`src/rtl/obstacle_engine_if.sv`:
```
// obstacle_engine_if: game-side signal bundle of the obstacle engine.
// The master drives tick/run control and player inputs; the slave (the engine) returns field and status.
interface obstacle_engine_if #(
    parameter int DEPTH = 16
);
    logic               pulse;
    logic               playing;
    logic               reset_game;
    logic [1:0]         lane;
    logic               jump;
    logic               died;
    logic               airborne;
    logic [3*DEPTH-1:0] obstacles;

    modport master (
        output pulse, playing, reset_game, lane, jump,
        input  died, airborne, obstacles
    );

    modport slave (
        input  pulse, playing, reset_game, lane, jump,
        output died, airborne, obstacles
    );
endinterface

```
`src/rtl/obstacle_engine.sv`:
```
// obstacle_engine: scrolls a 3-lane obstacle field, spawns from an LFSR, tracks jump airtime, flags collisions.
// Optional build macro OBSTACLE_SPEEDUP_EN: shift period shortens by one pulse every 16 shifts (floor 1).
module obstacle_engine #(
    parameter int          DEPTH        = 16,
    parameter int          JUMP_PULSES  = 3,
    parameter int          SPAWN_THRESH = 6,
    parameter logic [15:0] LFSR_SEED    = 16'hACE1,
    parameter int          START_DIV    = 4
) (
    input  logic             clk_in,
    input  logic             rst_in,
    obstacle_engine_if.slave bus
);
    localparam int AW = (JUMP_PULSES < 1) ? 1 : $clog2(JUMP_PULSES + 1);
    localparam int DW = $clog2(START_DIV + 1);
    localparam int FW = 3 * DEPTH;

    // Bit n set means a roll of n on lfsr[3:0] spawns; avoids constant-range compares at the extremes.
    localparam logic [15:0] SPAWN_MASK = 16'((17'd1 << SPAWN_THRESH) - 17'd1);

    typedef enum logic [1:0] {
        IDLE,
        RUN,
        DEAD
    } state_e;

    state_e          state_q, state_d;
    logic [FW-1:0]   field_q, field_d, field_sh;
    logic [15:0]     lfsr_q, lfsr_d;
    logic            air_q, air_d;
    logic [AW-1:0]   air_cnt_q, air_cnt_d;
    logic [DW-1:0]   div_q, div_d;
    logic [DW-1:0]   div_cnt_q, div_cnt_d;
    logic            jump_prev_q;
    logic            died_q, died_d;
`ifdef OBSTACLE_SPEEDUP_EN
    logic [3:0]      shift_cnt_q, shift_cnt_d;
`endif

    logic [1:0]      lane_c;
    logic [2:0]      row0;
    logic            hit;
    logic            top_empty;
    logic            spawn;
    logic            div_end;
    logic            jump_edge;

    assign lane_c    = (bus.lane == 2'd3) ? 2'd2 : bus.lane;
    assign row0      = {field_q[2*DEPTH], field_q[DEPTH], field_q[0]};
    assign hit       = row0[lane_c] && !air_q;
    assign top_empty = !(field_q[DEPTH-1] || field_q[2*DEPTH-1] || field_q[3*DEPTH-1]);
    assign spawn     = SPAWN_MASK[lfsr_q[3:0]] && (lfsr_q[5:4] != 2'd3) && top_empty;
    assign div_end   = (div_cnt_q == div_q - DW'(1));
    assign jump_edge = bus.jump && !jump_prev_q;
    assign lfsr_d    = {lfsr_q[14:0], lfsr_q[15] ^ lfsr_q[13] ^ lfsr_q[12] ^ lfsr_q[10]};

    always_comb begin
        field_sh = '0;
        for (int l = 0; l < 3; l++) begin
            field_sh[l*DEPTH +: DEPTH] = {1'b0, field_q[l*DEPTH+1 +: DEPTH-1]};
        end
        if (spawn) begin
            field_sh[int'(lfsr_q[5:4])*DEPTH + DEPTH - 1] = 1'b1;
        end
    end

    always_comb begin
        // NOTE: every next-state value gets its hold default first, so no path leaves a latch behind.
        state_d   = state_q;
        field_d   = field_q;
        air_d     = air_q;
        air_cnt_d = air_cnt_q;
        div_d     = div_q;
        div_cnt_d = div_cnt_q;
        died_d    = 1'b0;
`ifdef OBSTACLE_SPEEDUP_EN
        shift_cnt_d = shift_cnt_q;
`endif

        unique case (state_q)
            IDLE: begin
                if (bus.reset_game) begin
                    field_d   = '0;
                    air_d     = 1'b0;
                    air_cnt_d = '0;
                end
                if (bus.playing) begin
                    state_d   = RUN;
                    div_cnt_d = '0;
                    div_d     = DW'(START_DIV);
`ifdef OBSTACLE_SPEEDUP_EN
                    shift_cnt_d = '0;
`endif
                end
            end

            RUN: begin
                if (hit) begin
                    died_d  = 1'b1;
                    state_d = DEAD;
                end else if (!bus.playing) begin
                    state_d = IDLE;
                end else begin
                    if (bus.pulse) begin
                        if (div_end) begin
                            div_cnt_d = '0;
                            field_d   = field_sh;
`ifdef OBSTACLE_SPEEDUP_EN
                            shift_cnt_d = shift_cnt_q + 4'd1;
                            if (shift_cnt_q == 4'd15 && div_q > DW'(1)) begin
                                div_d = div_q - DW'(1);
                            end
`endif
                        end else begin
                            div_cnt_d = div_cnt_q + DW'(1);
                        end
                    end
                    // A fresh jump load takes priority over the airtime decrement of a coincident shift.
                    if (jump_edge && !air_q) begin
                        air_d     = 1'b1;
                        air_cnt_d = AW'(JUMP_PULSES);
                    end else if (bus.pulse && div_end && air_q) begin
                        air_cnt_d = air_cnt_q - AW'(1);
                        if (air_cnt_q == AW'(1)) begin
                            air_d = 1'b0;
                        end
                    end
                end
            end

            DEAD: begin
                if (bus.reset_game) begin
                    field_d   = '0;
                    air_d     = 1'b0;
                    air_cnt_d = '0;
                    state_d   = IDLE;
                end
            end

            default: state_d = IDLE;
        endcase
    end

    always_ff @(posedge clk_in) begin
        // NOTE: state registers use non-blocking assignment so every flop samples pre-edge values.
        if (rst_in) begin
            state_q     <= IDLE;
            field_q     <= '0;
            lfsr_q      <= LFSR_SEED;
            air_q       <= 1'b0;
            air_cnt_q   <= '0;
            div_q       <= DW'(START_DIV);
            div_cnt_q   <= '0;
            jump_prev_q <= 1'b0;
            died_q      <= 1'b0;
`ifdef OBSTACLE_SPEEDUP_EN
            shift_cnt_q <= '0;
`endif
        end else begin
            state_q     <= state_d;
            field_q     <= field_d;
            lfsr_q      <= lfsr_d;
            air_q       <= air_d;
            air_cnt_q   <= air_cnt_d;
            div_q       <= div_d;
            div_cnt_q   <= div_cnt_d;
            jump_prev_q <= bus.jump;
            died_q      <= died_d;
`ifdef OBSTACLE_SPEEDUP_EN
            shift_cnt_q <= shift_cnt_d;
`endif
        end
    end

    assign bus.died      = died_q;
    assign bus.airborne  = air_q;
    assign bus.obstacles = field_q;
endmodule

```
`src/flat_wrapper.sv`:
```
// flat-port wrapper written by rule: the top's interface ports become plain ports
module obstacle_engine_flat 
#(
    parameter int          DEPTH        = 16,
    parameter int          JUMP_PULSES  = 3,
    parameter int          SPAWN_THRESH = 6,
    parameter logic [15:0] LFSR_SEED    = 16'hACE1,
    parameter int          START_DIV    = 4
)
  (clk_in, rst_in, bus_pulse, bus_playing, bus_reset_game, bus_lane, bus_jump, bus_died, bus_airborne, bus_obstacles);
  obstacle_engine_if #(.DEPTH(DEPTH)) bus_i ();
  input  logic clk_in;
  input  logic rst_in;
  input wire logic [$bits(bus_i.pulse)-1:0] bus_pulse;
  input wire logic [$bits(bus_i.playing)-1:0] bus_playing;
  input wire logic [$bits(bus_i.reset_game)-1:0] bus_reset_game;
  input wire logic [$bits(bus_i.lane)-1:0] bus_lane;
  input wire logic [$bits(bus_i.jump)-1:0] bus_jump;
  output wire logic [$bits(bus_i.died)-1:0] bus_died;
  output wire logic [$bits(bus_i.airborne)-1:0] bus_airborne;
  output wire logic [$bits(bus_i.obstacles)-1:0] bus_obstacles;
  assign bus_i.pulse = bus_pulse;
  assign bus_i.playing = bus_playing;
  assign bus_i.reset_game = bus_reset_game;
  assign bus_i.lane = bus_lane;
  assign bus_i.jump = bus_jump;
  assign bus_died = bus_i.died;
  assign bus_airborne = bus_i.airborne;
  assign bus_obstacles = bus_i.obstacles;
  obstacle_engine #(.DEPTH(DEPTH), .JUMP_PULSES(JUMP_PULSES), .SPAWN_THRESH(SPAWN_THRESH), .LFSR_SEED(LFSR_SEED), .START_DIV(START_DIV)) u_core (.clk_in(clk_in), .rst_in(rst_in), .bus(bus_i));
endmodule
```
`config.mk`:
```
export PLATFORM = sky130hd
export DESIGN_NAME = obstacle_engine_flat
export DESIGN_NICKNAME = d
export VERILOG_FILES = /design/src/rtl/obstacle_engine_if.sv /design/src/rtl/obstacle_engine.sv /design/src/flat_wrapper.sv
export SDC_FILE = /design/constraint.sdc
export NUM_CORES = 1
export LEC_CHECK = 0
export BUFFER_PORTS_ARGS = -buffer_cell sky130_fd_sc_hd__buf_2
export CORE_MARGIN = 2
export CORE_UTILIZATION = 30
export CTS_BUF_LIST = sky130_fd_sc_hd__clkbuf_2
export DETAILED_ROUTE_END_ITERATION = 16
export PLACE_DENSITY = 0.55
export SYNTH_ARGS = -nofsm -noshare
export SYNTH_HDL_FRONTEND = slang
export SYNTH_SLANG_ARGS = --single-unit
```
`constraint.sdc`:
```
create_clock -name clk_in -period 2.4 [get_ports clk_in]
set_input_delay 0.24 -clock clk_in [delete_from_list [all_inputs] [get_ports clk_in]]
set_output_delay 0.24 -clock clk_in [all_outputs]
set_load 0.01 [all_outputs]
```
==> results of run 1 <==
-- cell families (layout without fill, tap and decap cells) --
kind of cell	count (synthesis)	after routing	share of synthesized area
AO/OA/AOI/OAI	75	75	0.2361
XOR/XNOR	3	3	0.009997
adder cells (fa/ha/maj)	2	2	0.009518
buffers and inverters	19	85	0.04712
flip-flops	75	75	0.5712
multiplexers	1	1	0.005234
AND/OR/NAND/NOR	50	50	0.1209
-- sequential cells by signal, summed over array words and instances, names as in the netlist, named ones only --
name	count
u_core.bus.obstacles	48
u_core.lfsr_q	16
u_core.div_cnt_q	3
u_core.air_cnt_q	2
u_core.state_q	2
u_core.bus.airborne	1
u_core.bus.died	1
u_core.jump_prev_q	1
-- area by class of cell --
cell class,instances,area [um2]
clock buffers,9,45.04
clock inverters,7,60.06
fillers,879,5474
inverters,7,26.28
multi-input cells,131,1008
flip-flops and latches,75,1501
well taps,108,135.1
repair buffers,62,342.8
-- worst paths after layout --
| path | cells after the start | from | slack (ns) | endpoint |
|---|---|---|---|---|
| worst max-delay path | 6 | u_core.div_cnt_q[0]$_SDFFE_PP0P_ | 0.56 | u_core.bus.obstacles[0]$_SDFFE_PP0P_ |
| worst min-delay path | 5 | bus_lane[1] | 0.16 | u_core.bus.died$_SDFF_PP0_ |
| worst max register to register | 6 | u_core.div_cnt_q[0]$_SDFFE_PP0P_ | 0.56 | u_core.bus.obstacles[0]$_SDFFE_PP0P_ |
| worst min register to register | 1 | u_core.lfsr_q[14]$_SDFF_PP0_ | 0.44 | u_core.lfsr_q[15]$_SDFF_PP1_ |
-- cell usage after synthesis (2+ instances only) --
cell type  instances  area share
a211oi_1           2      0.0057
a21oi_1            8       0.015
a22o_1            42        0.14
a22o_2             5       0.019
a32oi_1            2      0.0067
and3_1             2      0.0048
and3b_2            2      0.0076
buf_4              4       0.011
buf_6              5       0.021
clkbuf_1           2      0.0029
dfxtp_1           75        0.57
ha_1               2      0.0095
inv_1              7       0.010
nand2_1            8       0.011
nand2b_1           2      0.0048
nand3_1            4      0.0076
nor2b_1           11       0.026
nor3_1             2      0.0038
nor3b_1            2      0.0057
o211a_1            2      0.0076
o211ai_1           2      0.0057
o21ai_0            4      0.0076
or2_2              7       0.017
xor2_1             2      0.0067
-- timing repair --
action / in CTS / in global routing
buffers inserted: 0 / 0
hold buffers: 3 / 0
endpoints found under the hold margin: 4 / 0
-- per-layer routing --
layer | global-route usage | vias to the layer above | wire length, um
met3 | 0.03237 | 11 | 295
met2 | 0.1597 | 49 | 2317
met4 | 0.06090 | 0 | 108
li1 | - | 967 | -
met5 | 0 | - | 0
met1 | 0.1543 | 940 | 2465
-- where the power goes --
part	internal, mW	switching, mW
Sequential	1.28	0.0137
Combinational	0.0441	0.0598
Clock	0.152	0.482
Total	1.47	0.555
-- worst max-delay path, cell delays in order, from the launching register on --
cell and delay (ns):
dfxtp_1 0.37, ha_1 0.25, and3b_2 0.24, o2111a_2 0.16
nor3_4 0.15, buf_4 0.41, a22o_2 0.21
==> impl_metrics.py, run 1 <==
metrics = {
    "grt": {
        "grt_pass1_vias": 1752,
        "grt_max_degree": 46,
        "antenna_found_initial": 0,
        "grt.overflow.total": 0,
        "grtUsageTotal": 0.1128,
        "grt_pass1_wl_mm": 8.707,
    },
    "clock_tree": {
        "htreeDepth": 3,
        "cts_tree": "built",
        "ctsLongestPathBuffers": 2,
        "insertion_delay_ns": 0.52,
        "cts-root-buf": "clkbuf_2",
        "cts_buffers": 9,
        "cts_resized": 0,
        "clk_pin_slew_worst_paths_ns": 0.21,
        "clock-sinks": 75,
    },
    "floorplanning": {
        "pin_count": 58,
        "core_um2": 8593,
        "std_cell_rows": 34,
        "fp.dieH_um": 97.61,
        "design.die.area_um2": 9528,
        "initial_core_util": 0.3059,
        "die_x_um": 97.61,
    },
    "logic_synthesis": {
        "yosysWarnings": 0,
        "syn_area_um2": 2629,
        "synth-seq-area-share": 0.5712,
        "synth.avg_cell_area_um2": 11.68,
        "synthArstFlopShare": 0,
        "synth_edf_count": 0,
        "ys.flop_type": "dfxtp_1",
        "ys_seq_elements": 75,
        "synth_cells": 225,
        "synth_fp_nets": 235,
        "yosysUniqueCellTypes": 45,
    },
    "power_and_ir_drop": {
        "ir_drop_mv": 0.1806,
        "cellPowerDensity_nw_per_um2": 649.7,
        "power_leakage_nw": 1.363,
        "power_mw": 2.026,
    },
    "layout": {
        "layout_common_cells": "dfxtp_1 (75), buf_2 (57), a22o_1 (42)",
        "final_common_cell": "dfxtp_1",
        "diodes": 0,
        "final_cell_count_no_fill": 399,
        "area_growth_pct": 18.66,
        "final_area_um2": 3119,
        "fin_nets": 296,
        "drive_gt1_frac": 0.3299,
        "fin_util": 0.3630,
    },
    "placement": {
        "gp_congestion": 0.7884,
        "place_hpwl_mm": 3.468,
        "post-place-cells": 380,
        "place_worst_setup_slack_ns": 0.5684,
        "post_dp_cell_area_um2": 2984,
        "portBuffers": 57,
    },
    "sta": {
        "fin_setup_tns_ns": 0,
        "fin_crit_sh": 0.7647,
        "timing.fmax_mhz": 544.9,
        "relSlewSlack": 0.6265,
        "hold_viol_final": 0,
        "worst_pin_slew_ns": 0.5603,
        "rsz0062_at_grt": "false",
        "period_needed_ns": 1.835,
        "setup_viol": 0,
        "whs_ns": 0.1624,
        "timing.final.ws_setup_ns": 0.5647,
        "slew_viol_final": 0,
        "fin_skew_ns": 0.03537,
    },
    "run_status": {
        "run_status": "finished clean",
    },
    "worst_setup_path": {
        "worstSetupPathType": "flop to flop",
        "critPathRequiredTime_ns": 2.86,
        "critPathLaunchType": "flop",
        "critical_path.max_fanout": 45,
        "worstPathArrival_ns": 2.30,
        "cp-end-kind": "flop",
    },
    "detailed_routing": {
        "drtIter0Drc": 79,
        "viasPerCell": 4.930,
        "via_count": 1967,
        "wl_mm": 5.186,
        "dr.pass1.iters": 4,
        "drc": 0,
        "avgRoutedWirePerCell_um": 13.00,
        "drtAntennaViolNets": 0,
    },
    "job": {
        "max_cap_violations": 0,
    },
    "min_path": {
        "worst_hold_path_type": "input pin to flop",
    },
}
(Power assumes the default switching activity.)
==> inputs of run 2 (changes only) <==
--- a/config.mk
+++ b/config.mk
@@ -5,12 +5,13 @@
 export SDC_FILE = /design/constraint.sdc
 export NUM_CORES = 1
 export LEC_CHECK = 0
+export ABC_AREA = 1
 export BUFFER_PORTS_ARGS = -buffer_cell sky130_fd_sc_hd__buf_2
 export CORE_MARGIN = 2
 export CORE_UTILIZATION = 30
 export CTS_BUF_LIST = sky130_fd_sc_hd__clkbuf_2
 export DETAILED_ROUTE_END_ITERATION = 16
-export PLACE_DENSITY = 0.55
+export PLACE_DENSITY = 0.54
 export SYNTH_ARGS = -nofsm -noshare
 export SYNTH_HDL_FRONTEND = slang
 export SYNTH_SLANG_ARGS = --single-unit
==> constraint.sdc (replaced) <==
create_clock -name clk_in -period 1.9 [get_ports clk_in]
set_input_delay 0.19 -clock clk_in [delete_from_list [all_inputs] [get_ports clk_in]]
set_output_delay 0.19 -clock clk_in [all_outputs]
set_load 0.01 [all_outputs]
==> run 2 against run 1 <==
Compared with the run above: first-iteration DRC count increased by 95%; critical endpoint is now u_core.bus.obstacles[4]$_SDFFE_PP0P_; setup slack got worse by 0.32 ns; critical path depth increased by 1; critical path type unchanged; count of clock-buffer cells in the layout did not move.
==> impl_metrics.py, run 2 <==
metrics = {
    "layout": {
        "final_cell_count_no_fill": 563,
        "diodes": 0,
        "final_common_cell": "dfxtp_1",
        "largest_reg_flops": 48,
        "fin_nets": 428,
        "area_growth_pct": 17.44,
        "layout_common_cells": "dfxtp_1 (74), nand3_1 (65), buf_2 (57)",
        "drive_gt1_frac": 0.3877,
    },
    "grt": {
        "grt.overflow.total": 0,
        "grt_pass1_vias": 2277,
        "grtUsageTotal": 0.1154,
        "grt_max_degree": 55,
        "grt_pass1_wl_mm": 10.76,
        "antenna_found_initial": 0,
    },
    "sta": {
        "fin_crit_sh": 0.8690,
        "setup_viol": 0,
        "fin_skew_ns": 0.03144,
        "fin_setup_tns_ns": 0,
        "worst_pin_slew_ns": 0.4911,
        "whs_ns": 0.07284,
        "slew_viol_final": 0,
        "period_needed_ns": 1.651,
        "timing.fmax_mhz": 605.7,
        "relSlewSlack": 0.6726,
        "hold_viol_final": 0,
        "rsz0062_at_grt": "false",
    },
    "worst_setup_path": {
        "worstSetupPathType": "flop to flop",
        "cp-end-kind": "flop",
        "critical_path.max_fanout": 42,
        "worstPathArrival_ns": 2.10,
        "r2r.worst_path.cells": 7,
        "r2r_setup_slack_ns": 0.25,
        "critPathLaunchType": "flop",
        "critPathRequiredTime_ns": 2.35,
        "r2r_end": "u_core.bus.obstacles[4]$_SDFFE_PP0P_",
        "r2r_start": "u_core.bus.obstacles[32]$_SDFFE_PP0P_",
    },
    "floorplanning": {
        "design.die.area_um2": 11730,
        "pin_count": 58,
        "initial_core_util": 0.3038,
        "fp.dieH_um": 108.3,
        "std_cell_rows": 38,
        "die_x_um": 108.3,
        "core_um2": 10750,
    },
    "logic_synthesis": {
        "synth_area_leaders": "dfxtp_1 (46%), nand3_2 (11%), o21ai_2 (10%), nand3_1 (10%), nand2_1 (3.0%)",
        "synth_top_area_share": 0.4599,
        "yosysUniqueCellTypes": 27,
        "synth.avg_cell_area_um2": 8.919,
        "syn_area_um2": 3264,
        "yosys-top-cells-count": "dfxtp_1 (75), nand3_1 (65), o21ai_2 (38)",
        "synth-seq-area-share": 0.4599,
        "ys_seq_elements": 75,
        "synthArstFlopShare": 0,
        "ys.flop_type": "dfxtp_1",
        "synth_edf_count": 0,
        "synth_fp_nets": 376,
        "yosys.area.top_type": "dfxtp_1",
        "yosysMostFrequentCell": "dfxtp_1",
        "synth_cells": 366,
        "yosysWarnings": 0,
    },
    "power_and_ir_drop": {
        "power_mw": 2.981,
        "ir_drop_mv": 0.2870,
        "cellPowerDensity_nw_per_um2": 777.6,
        "power_leakage_nw": 1.563,
    },
    "placement": {
        "post-place-cells": 543,
        "portBuffers": 57,
        "gp_congestion": 0.7854,
        "place_hpwl_mm": 4.349,
    },
    "clock_tree": {
        "cts-root-buf": "clkbuf_2",
        "cts_setup_buffers": 0,
        "cts_tree": "built",
        "htreeDepth": 3,
        "cts_buffers": 9,
        "clk_pin_slew_worst_paths_ns": 0.21,
        "insertion_delay_ns": 0.53,
        "clock-sinks": 75,
        "ctsLongestPathBuffers": 2,
    },
    "run_status": {
        "run_status": "finished clean",
    },
    "job": {
        "max_cap_violations": 0,
    },
    "detailed_routing": {
        "viasPerCell": 4.542,
        "via_count": 2557,
        "dr.pass1.iters": 4,
        "avgRoutedWirePerCell_um": 11.47,
        "drtIter0Drc": 154,
        "drtAntennaViolNets": 0,
        "drc": 0,
        "wl_mm": 6.458,
    },
    "min_path": {
        "hold_end": "u_core.bus.died$_SDFF_PP0_",
        "worst_hold_path_type": "input pin to flop",
        "hold_depth": 4,
        "worstHoldStart": "bus_lane[1]",
    },
}
## run 2: logic make-up after synthesis
kind of cell / after synthesis / synth area share
and+or+nand+nor: 167 / 0.3009
DFF: 75 / 0.4599
AOI/OAI and AO/OA: 61 / 0.1384
buffers and inverters: 59 / 0.08777
xor gates and xnor gates: 2 / 0.005367
adders and majority gates: 2 / 0.007665
## run 2: final cells by class
type / count / area [um2]
Clock buffer: 9 / 45.04
Clock inverter: 7 / 98.84
Fill cell: 1133 / 6912
Inverter: 32 / 121.4
Multi-Input combinational cell: 232 / 1484
Sequential cell: 75 / 1503
Tap cell: 140 / 175.2
Timing Repair Buffer: 68 / 406.6
## run 2: how the worst max path moves through the flow
stage,slack [ns],to,startpoint
5_1_grt,0.06,u_core.bus.obstacles[4]$_SDFFE_PP0P_,u_core.bus.obstacles[32]$_SDFFE_PP0P_
3_5_place_dp,0.15,u_core.bus.obstacles[9]$_SDFFE_PP0P_,u_core.bus.obstacles[32]$_SDFFE_PP0P_
2_1_floorplan,0.50,u_core.bus.obstacles[37]$_SDFFE_PP0P_,u_core.div_cnt_q[0]$_SDFFE_PP0P_
6_report,0.25,u_core.bus.obstacles[4]$_SDFFE_PP0P_,u_core.bus.obstacles[32]$_SDFFE_PP0P_
4_1_cts,0.07,u_core.bus.obstacles[4]$_SDFFE_PP0P_,u_core.bus.obstacles[32]$_SDFFE_PP0P_
3_3_place_gp,0.24,u_core.bus.obstacles[8]$_SDFFE_PP0P_,u_core.bus.obstacles[32]$_SDFFE_PP0P_
## run 2: layer usage
metal  part of all wire  routed length (um)  GRT usage
met5                  0                   0          0
met4              0.014                  89    0.04396
met3              0.046                 295    0.03797
met2               0.46                2965     0.1783
met1               0.48                3107     0.1494
## run 2: critical path, stage by stage (launching register included)
cell     delay (ns)
dfxtp_1        0.42
inv_1          0.06
a21oi_1        0.25
nand3_4        0.16
nand3_4        0.11
buf_6          0.38
nand3_2        0.11
o21ai_2        0.08
## run 2: what timing repair did
action	CTS	global route
setup endpoints to repair	0	21
resized for setup	0	1
hold buffers	4	0
hold endpoints to repair	7	0
## run 2: power breakdown
group | internal [mW] | switching, mW | leakage [nW] | total, mW
logic | 0.0927 | 0.219 | 0.869 | 0.311
registers | 1.62 | 0.0204 | 0.611 | 1.64
clock network | 0.444 | 0.588 | 0.0829 | 1.03
## run 2: through the flow
| step | setup WS [ns] | instance area [um2] | utilization |
|---|---|---|---|
| final | 0.2490 | 3834 | 0.3568 |
| after CTS | 0.07299 | 3830 | 0.3564 |
| after global routing | 0.06265 | 3834 | 0.3568 |
| after global placement | 0.2360 | 3646 | 0.3393 |
| after floorplan | 0.4964 | 3264 | - |
| after detailed placement | 0.1493 | 3646 | 0.3393 |
==> inputs of run 3 (changes only) <==
--- a/config.mk
+++ b/config.mk
@@ -12,6 +12,7 @@
 export CTS_BUF_LIST = sky130_fd_sc_hd__clkbuf_2
 export DETAILED_ROUTE_END_ITERATION = 16
 export PLACE_DENSITY = 0.54
+export REMOVE_ABC_BUFFERS = 1
 export SYNTH_ARGS = -nofsm -noshare
 export SYNTH_HDL_FRONTEND = slang
 export SYNTH_SLANG_ARGS = --single-unit
==> run 3 against run 2 <==
Compared with the run above: power down 1.3%; clock power shrank 4%; maximum frequency rose by 1.5%; die area did not move; sequential share of layout area increased by 0.064 points.
==> impl_metrics.py, run 3 (synthesis gave the netlist of run 2 again) <==
metrics = {
    "worst_setup_path": {
        "critPathRequiredTime_ns": 2.32,
        "critPathLaunchType": "flop",
        "worstPathArrival_ns": 2.04,
        "cp-end-kind": "flop",
        "worstSetupPathType": "flop to flop",
        "critical_path.max_fanout": 28,
    },
    "power_and_ir_drop": {
        "switching_share": 0.2680,
        "pwr-share-seq": 0.556,
        "clkPwrFrac": 0.337,
        "p_sw_uw": 788.5,
        "ir_drop_mv": 0.2485,
        "internal_power_mw": 2.153,
        "pwr-share-comb": 0.107,
        "power_leakage_nw": 1.568,
        "cellPowerDensity_nw_per_um2": 768.6,
    },
    "layout": {
        "fillers": 1143,
        "fin_nets": 429,
        "drive_gt1_frac": 0.3915,
        "diodes": 0,
        "area_growth_pct": 17.25,
        "final_common_cell": "dfxtp_1",
        "layout_common_cells": "dfxtp_1 (74), nand3_1 (65), buf_2 (57)",
        "final_cell_count_no_fill": 564,
        "largest_reg_flops": 48,
        "regArea_um2": 1503,
        "multi_input_area_um2": 1484,
    },
    "clock_tree": {
        "cts_tree": "built",
        "cts-root-buf": "clkbuf_2",
        "clock-sinks": 75,
        "ctsLongestPathBuffers": 2,
        "clk_pin_slew_worst_paths_ns": 0.18,
        "insertion_delay_ns": 0.52,
        "htreeDepth": 3,
        "cts_buffers": 9,
    },
    "floorplanning": {
        "initial_core_util": 0.3038,
        "fp.dieH_um": 108.3,
        "die_x_um": 108.3,
        "design.die.area_um2": 11730,
        "pin_count": 58,
        "core_um2": 10750,
        "std_cell_rows": 38,
    },
    "min_path": {
        "worst_hold_path_type": "input pin to flop",
    },
    "placement": {
        "post-place-cells": 545,
        "portBuffers": 57,
        "gp_congestion": 0.7019,
        "place_hpwl_mm": 4.510,
    },
    "run_status": {
        "run_status": "finished clean",
    },
    "detailed_routing": {
        "wl_mm": 6.622,
        "drtIter0Drc": 145,
        "via_count": 2573,
        "avgRoutedWirePerCell_um": 11.74,
        "viasPerCell": 4.562,
        "drc": 0,
        "drtAntennaViolNets": 0,
        "dr.pass1.iters": 4,
    },
    "sta": {
        "timing.fmax_mhz": 614.8,
        "fin_crit_sh": 0.8561,
        "hold_viol_final": 0,
        "relSlewSlack": 0.7572,
        "period_needed_ns": 1.627,
        "fin_setup_tns_ns": 0,
        "rsz0062_at_grt": "false",
        "worst_pin_slew_ns": 0.3643,
        "setup_viol": 0,
        "slew_viol_final": 0,
        "fin_skew_ns": 0.02287,
    },
    "grt": {
        "grt.overflow.total": 0,
        "grtUsageTotal": 0.1186,
        "grt_pass1_wl_mm": 11.18,
        "grt_pass1_vias": 2419,
        "grt_max_degree": 68,
        "antenna_found_initial": 0,
    },
    "job": {
        "max_cap_violations": 0,
    },
}
==> run 3: worst paths after layout <==
path,start,endpoint,slack (ns),cells after the start
max,u_core.div_cnt_q[0]$_SDFFE_PP0P_,u_core.bus.obstacles[15]$_SDFFE_PP0P_,0.27,7
min,bus_lane[1],u_core.bus.died$_SDFF_PP0_,0.09,4
max reg2reg,u_core.div_cnt_q[0]$_SDFFE_PP0P_,u_core.bus.obstacles[15]$_SDFFE_PP0P_,0.27,7
min reg2reg,u_core.lfsr_q[7]$_SDFF_PP1_,u_core.lfsr_q[8]$_SDFF_PP0_,0.42,2
==> run 3: worst max-delay path, cell delays in order, from the launching register on <==
cell,delay [ns]
dfxtp_1,0.42
ha_1,0.24
nand3_1,0.13
o21ai_2,0.21
nand3_4,0.12
buf_6,0.22
o21ai_1,0.15
nor2_1,0.05
==> run 3: routing by layer <==
layer | GRT usage | part of all wire
met3 | 0.02954 | 0.058
met2 | 0.1905 | 0.45
met1 | 0.1493 | 0.48
met5 | 0 | 0
met4 | 0.05586 | 0.017
==> run 3: per-stage QoR <==
step / total power, mW / instance area [um2] / hold WS [ns] / setup slack, ns / utilization
floorplan: 1.873 / 3098 / 0.2591 / -1.989 / -
global placement: 1.977 / 3661 / 0.3901 / 0.2900 / 0.3407
detailed placement: 1.984 / 3661 / 0.3970 / 0.2240 / 0.3407
CTS: 2.993 / 3824 / 0.06567 / 0.1897 / 0.3558
global route: 3.096 / 3827 / 0.07279 / 0.1134 / 0.3562
finish: 2.942 / 3827 / 0.09200 / 0.2735 / 0.3562
==> run 3: what timing repair did <==
action,in CTS,in global routing
setup endpoints to repair,0,1
gates resized for setup,0,1
endpoints found under the hold margin,3,0
hold buffers,3,0
buffers inserted,0,0
==> run 3: cell type report <==
| class | count | share of cell area |
|---|---|---|
| Sequential cell | 75 | 0.3926 |
| Multi-Input combinational cell | 232 | 0.3877 |
| Timing Repair Buffer | 69 | 0.1076 |
| Clock buffer | 11 | 0.01438 |
| Inverter | 32 | 0.03171 |
| Tap cell | 140 | 0.04577 |
| Clock inverter | 5 | 0.02027 |
==> run 3: power groups by stage <==
stage | clock network [mW] | logic, mW | registers (mW)
finish | 0.990 | 0.315 | 1.64
global route | 1.10 | 0.355 | 1.64
floorplan | 0 | 0.194 | 1.68
global placement | 0 | 0.309 | 1.67
detailed placement | 0 | 0.315 | 1.67
CTS | 1.04 | 0.320 | 1.64
